[src/rtl/instr_fetch_unit.sv]
// Fetch stage: owns the PC, drives imem_addr and buffers fetched words in a prefetch FIFO for decode.
// Optional stall/flush counters are built when FETCH_PERF_CNT_EN is defined.
module instr_fetch_unit #(
  parameter logic [31:0] RESET_PC = 32'h0000_0000,
  parameter int unsigned DEPTH    = 4
) (
  input  logic        clk,
  input  logic        reset,
  input  logic        fetch_en,
  output logic [31:0] imem_addr,
  input  logic [31:0] imem_instr,
  input  logic        redirect,
  input  logic [31:0] redirect_pc,
  output logic        out_valid,
  input  logic        out_ready,
  output logic [31:0] out_instr,
  output logic [31:0] out_pc
`ifdef FETCH_PERF_CNT_EN
  ,
  output logic [31:0] stall_cycles,
  output logic [31:0] flush_count
`endif
);

  localparam int unsigned   AW      = $clog2(DEPTH);
  localparam int unsigned   CW      = AW + 1;
  localparam logic [CW-1:0] DEPTH_C = CW'(DEPTH);
  localparam logic [31:0]   NOP     = 32'h0000_0013;

  typedef enum logic {IDLE = 1'b0, RUN = 1'b1} state_t;

  state_t        state_q, state_d;
  logic [31:0]   fetch_pc_q, fetch_pc_d;
  logic [AW-1:0] wr_ptr_q, wr_ptr_d;
  logic [AW-1:0] rd_ptr_q, rd_ptr_d;
  logic [CW-1:0] count_q, count_d;
  logic [31:0]   instr_mem_q [DEPTH];
  logic [31:0]   pc_mem_q    [DEPTH];
  logic          push_s, pop_s, full_s, empty_s;

  // Push depends only on registered occupancy, so out_ready never reaches imem_addr.
  always_comb begin
    full_s  = (count_q == DEPTH_C);
    empty_s = (count_q == {CW{1'b0}});
    push_s  = (state_q == RUN) && fetch_en && !redirect && !full_s;
    pop_s   = !empty_s && out_ready && !redirect;
  end

  always_comb begin
    state_d    = state_q;
    fetch_pc_d = fetch_pc_q;
    wr_ptr_d   = wr_ptr_q;
    rd_ptr_d   = rd_ptr_q;
    count_d    = count_q;
    case (state_q)
      IDLE:    if (fetch_en) state_d = RUN;  else state_d = IDLE;
      RUN:     if (fetch_en) state_d = RUN;  else state_d = IDLE;
      default: state_d = IDLE;
    endcase
    if (redirect) begin
      fetch_pc_d = redirect_pc & 32'hFFFF_FFFC;
      wr_ptr_d   = {AW{1'b0}};
      rd_ptr_d   = {AW{1'b0}};
      count_d    = {CW{1'b0}};
    end else begin
      if (push_s) begin
        fetch_pc_d = fetch_pc_q + 32'd4;
        wr_ptr_d   = wr_ptr_q + AW'(1);
      end else begin
        fetch_pc_d = fetch_pc_q;
      end
      if (pop_s) rd_ptr_d = rd_ptr_q + AW'(1);
      else       rd_ptr_d = rd_ptr_q;
      case ({push_s, pop_s})
        2'b10:   count_d = count_q + CW'(1);
        2'b01:   count_d = count_q - CW'(1);
        default: count_d = count_q;
      endcase
    end
  end

  always_ff @(posedge clk or posedge reset) begin
    if (reset) begin
      state_q    <= IDLE;
      fetch_pc_q <= RESET_PC;
      wr_ptr_q   <= {AW{1'b0}};
      rd_ptr_q   <= {AW{1'b0}};
      count_q    <= {CW{1'b0}};
    end else begin
      state_q    <= state_d;
      fetch_pc_q <= fetch_pc_d;
      wr_ptr_q   <= wr_ptr_d;
      rd_ptr_q   <= rd_ptr_d;
      count_q    <= count_d;
    end
  end

  // Storage needs no reset: entries are only visible while count_q covers them.
  always_ff @(posedge clk) begin
    if (push_s) begin
      instr_mem_q[wr_ptr_q] <= imem_instr;
      pc_mem_q[wr_ptr_q]    <= fetch_pc_q;
    end
  end

  assign imem_addr = fetch_pc_q;

  always_comb begin
    out_valid = !empty_s;
    if (!empty_s) begin
      out_instr = instr_mem_q[rd_ptr_q];
      out_pc    = pc_mem_q[rd_ptr_q];
    end else begin
      out_instr = NOP;
      out_pc    = 32'h0000_0000;
    end
  end

`ifdef FETCH_PERF_CNT_EN
  logic [31:0] stall_cycles_q, stall_cycles_d;
  logic [31:0] flush_count_q, flush_count_d;

  always_comb begin
    if ((state_q == RUN) && fetch_en && full_s && !redirect) stall_cycles_d = stall_cycles_q + 32'd1;
    else                                                     stall_cycles_d = stall_cycles_q;
    if (redirect) flush_count_d = flush_count_q + 32'd1;
    else          flush_count_d = flush_count_q;
  end

  always_ff @(posedge clk or posedge reset) begin
    if (reset) begin
      stall_cycles_q <= 32'h0000_0000;
      flush_count_q  <= 32'h0000_0000;
    end else begin
      stall_cycles_q <= stall_cycles_d;
      flush_count_q  <= flush_count_d;
    end
  end

  assign stall_cycles = stall_cycles_q;
  assign flush_count  = flush_count_q;
`endif

endmodule

[config.mk]
export PLATFORM = sky130hd
export DESIGN_NAME = instr_fetch_unit
export DESIGN_NICKNAME = d
export VERILOG_FILES = /design/src/rtl/instr_fetch_unit.sv
export SDC_FILE = /design/constraint.sdc
export NUM_CORES = 1
export LEC_CHECK = 0
export ABC_AREA = 1
export CAP_MARGIN = 10
export CELL_PAD_IN_SITES_DETAIL_PLACEMENT = 0
export CELL_PAD_IN_SITES_GLOBAL_PLACEMENT = 1
export CORE_MARGIN = 4
export CORE_UTILIZATION = 45
export CTS_BUF_LIST = sky130_fd_sc_hd__clkbuf_4 sky130_fd_sc_hd__clkbuf_8
export DETAILED_ROUTE_END_ITERATION = 6
export PLACE_DENSITY = 0.89
export SYNTH_ARGS = -nofsm -noshare
export SYNTH_HDL_FRONTEND = slang
export SYNTH_SLANG_ARGS = --single-unit
export TNS_END_PERCENT = 20
[constraint.sdc]
create_clock -name clk -period 4.81 [get_ports clk]
set_clock_uncertainty 0.05 [all_clocks]
set_input_delay 0.962 -clock clk [delete_from_list [all_inputs] [get_ports clk]]
set_output_delay 0.962 -clock clk [all_outputs]
set_load 0.02 [all_outputs]
==> run metrics <==
synthesis-to-finish area growth 22.6%; Least-Margin Pin Slew ~0.94 ns; CP required 3.80 ns; Clock Sinks roughly 290; CP cell instances buf_4, nor2_1, nor2_1, o21ai_0, a21oi_1, clkdlybuf4s50_1; CTS buffer count 45; initial DRC count between 600 and 700; Post-DP HPWL ~17000 um; Resize count post-CTS 0; CTS HTree Levels 2; area of the core roughly 0.027 mm^2; layout cells sized above 1 9.34%; sequential-to-total area share from yosys stat about two thirds; routability congestion estimate between 0.8 and 0.9; ys async rst share around an eighth; Slowest-stage cell, CP dfrtp_4; first-pass GRT wire length between 40000 and 50000 um; DRC 0; crit end category primary output; FP Rows 60; Non-Filler Instances 1701; Syn Area/Cell ~11 um^2; Sw Ratio 28.3%; Critical Path Max Stage Delay 0.89 ns; wire per inst between 15 and 20 um; clk buf depth 3; logic gate share of total power about a fifth; most frequent cell on the critical path nor2_1; Yosys top cell by area edfxtp_1; Hold Startpoint count_q[1]$_DFFE_PP0P_; GRT overflow 0; EDFF count, synth ~250; Pins Over Slew Limit 0; clock slew at reported path FFs about 0.06 ns; Synth cell types 35; final worst slack 0.570 ns; Cells after Synth about 1200; GRT Util Overall a little under a fifth; Worst VDD drop ~160 uV; Port Buf Inserts around 160; R2R Path Start count_q[0]$_DFFE_PP0P_; CTS tree done; Int Pwr roughly 4.4 mW; pin count of the biggest net entering global routing 63; Initial Util 45.9%; # hold bufs at CTS 0; Fill cells approximately 2200; chip width about 170 um; Vias roughly 9000; Post-CTS Setup Inserts 0; top cell type's share of synthesized area about 60%; crit share post-route between 80% and 90%; Final Setup Violations 0; root buf cell clkbuf_8; via/cell ratio approximately 5.2; final WL between 20000 and 30000 um; pre-CTS setup slack 1.14 ns; most frequent cells in the layout 280 x nor2_1, 248 x edfxtp_1, 181 x nand2_1; Peak Freq 236 MHz; static leakage 5.57 nW; TNS Setup 0 ns; Arr. time, crit path approximately 3.2 ns; Synth Flop Type edfxtp_1; YS warnings 0; Worst-Skew Late Latency between 0.5 and 0.6 ns; Final Hold Vio Count 0; I/O pins roughly 170; switching power total between 1.5 and 2 mW; Clock Power Share roughly a third; top area cells in the synthesized netlist edfxtp_1 60%, nor2_1 8.6%, dfrtp_1 7.7%; Max-slew headroom 37.4%; Final nets 1406; hold crit path type flop to flop; start point of the critical path rd_ptr_q[0]$_DFFE_PP0P_; most common cell after layout, fill and taps aside nor2_1; Sequential Power Share around 47%; outcome finished, final reports clean; ant diodes 0; CP Max Fanout 57; PD cells 404 mW/mm^2; Max Cap Viol 0; RSZ-0062 raised after global routing false; DRT antenna net count 0; type of origin of the critical path flop; Synth Register Bits around 290; Die Y about 170 um; Placed Area 0.0143 mm^2; initial antenna violation count 0; drt pass-1 iters 5; total die area 0.0303 mm^2; Mapped Area ~0.012 mm^2; minimum clock period between 4 and 5 ns; CP Class flop to primary output; placed cell count roughly 1600; final instance area about 0.015 mm^2; R2R setup slack roughly 2.6 ns; vias in the first global route roughly 8900
==> cells in the mapped netlist (3+ instances only) <==
| cell type | count |
|---|---|
| a21oi_1 | 62 |
| buf_2 | 18 |
| buf_4 | 16 |
| clkbuf_1 | 20 |
| clkbuf_2 | 3 |
| dfrtp_1 | 38 |
| edfxtp_1 | 248 |
| ha_1 | 5 |
| inv_1 | 56 |
| inv_2 | 6 |
| nand2_1 | 181 |
| nand2_2 | 7 |
| nand2_4 | 5 |
| nand3_1 | 23 |
| nor2_1 | 284 |
| nor2_2 | 8 |
| nor2_4 | 10 |
| nor3_1 | 3 |
| o211ai_1 | 5 |
| o21ai_0 | 97 |
| o21ai_1 | 47 |
| o21bai_1 | 3 |
| xor2_1 | 8 |
==> stage by stage <==
stage                     hold WS, ns  utilization (%)  power [mW]
after detailed placement        0.500             53.0        4.21
final                           0.515             56.3        6.15
after global placement          0.490             53.0        4.19
after floorplan                 0.459                -        3.62
after CTS                       0.513             56.3        6.21
after global routing            0.567             56.3        6.44
==> kinds of logic (layout without fill, tap and decap cells) <==
group,Yosys count,in the layout,share of synthesized area [%]
fa+ha+maj,6,6,0.666
compound gates,219,219,9.14
flops,286,286,67.7
other cells,1,4,0.0302
simple gates,524,524,17.4
buf+inv,122,312,4.41
xor+xnor,9,9,0.635
==> cell type report <==
class	instances	area (um^2)	area share, %
inverters	63	239	1.57
flip-flops and latches	286	8400	55.2
clock buffers	61	758	4.99
repair buffers	173	1760	11.6
well taps	341	427	2.81
multi-input cells	762	3500	23.0
clock inverters	15	121	0.798
==> path summary, 6_finish.rpt <==
check,to,cells past startpoint
setup / recovery,out_pc[16],6
hold / removal,count_q[1]$_DFFE_PP0P_,2
setup reg to reg,count_q[2]$_DFFE_PP0P_,12
hold reg to reg,count_q[1]$_DFFE_PP0P_,2
max in group asynchronous,rd_ptr_q[0]$_DFFE_PP0P_,3
min in group asynchronous,imem_addr[8]$_DFFE_PP0N_,3
==> power groups by stage <==
stage,logic [mW],registers [mW],clock network [mW]
after CTS,1.25,2.91,2.05
after global placement,1.23,2.96,0
after detailed placement,1.25,2.96,0
final,1.24,2.91,2.00
after floorplan,0.687,2.93,0
after global routing,1.34,2.92,2.17
==> worst max-delay path: cells and delay by family (launching register included) <==
family / cells / cell delay (ns)
and+or+nand+nor: 2 / 0.18
DFF: 1 / 0.89
AOI/OAI and AO/OA: 2 / 0.43
buffers and inverters: 2 / 1.16
==> layer usage <==
metal / vias up / share of wire [%] / routed length (um) / track usage, %
met3: 56 / 6.2 / 1790 / 3.48
li1: 4269 / - / - / -
met1: 4165 / 43 / 12400 / 24.5
met5: - / 0 / 0 / 0
met2: 282 / 49 / 14100 / 32.2
met4: 0 / 2.5 / 719 / 6.50
==> flip-flops by register name, summed over array words and instances, names as in the netlist <==
| name | cells |
|---|---|
| imem_addr | 30 |
| count_q | 3 |
| pc_mem_q | 120 |
| instr_mem_q | 128 |
| rd_ptr_q | 2 |
| wr_ptr_q | 2 |
| state_q | 1 |
Note: power is estimated with default switching activity, not from simulation.
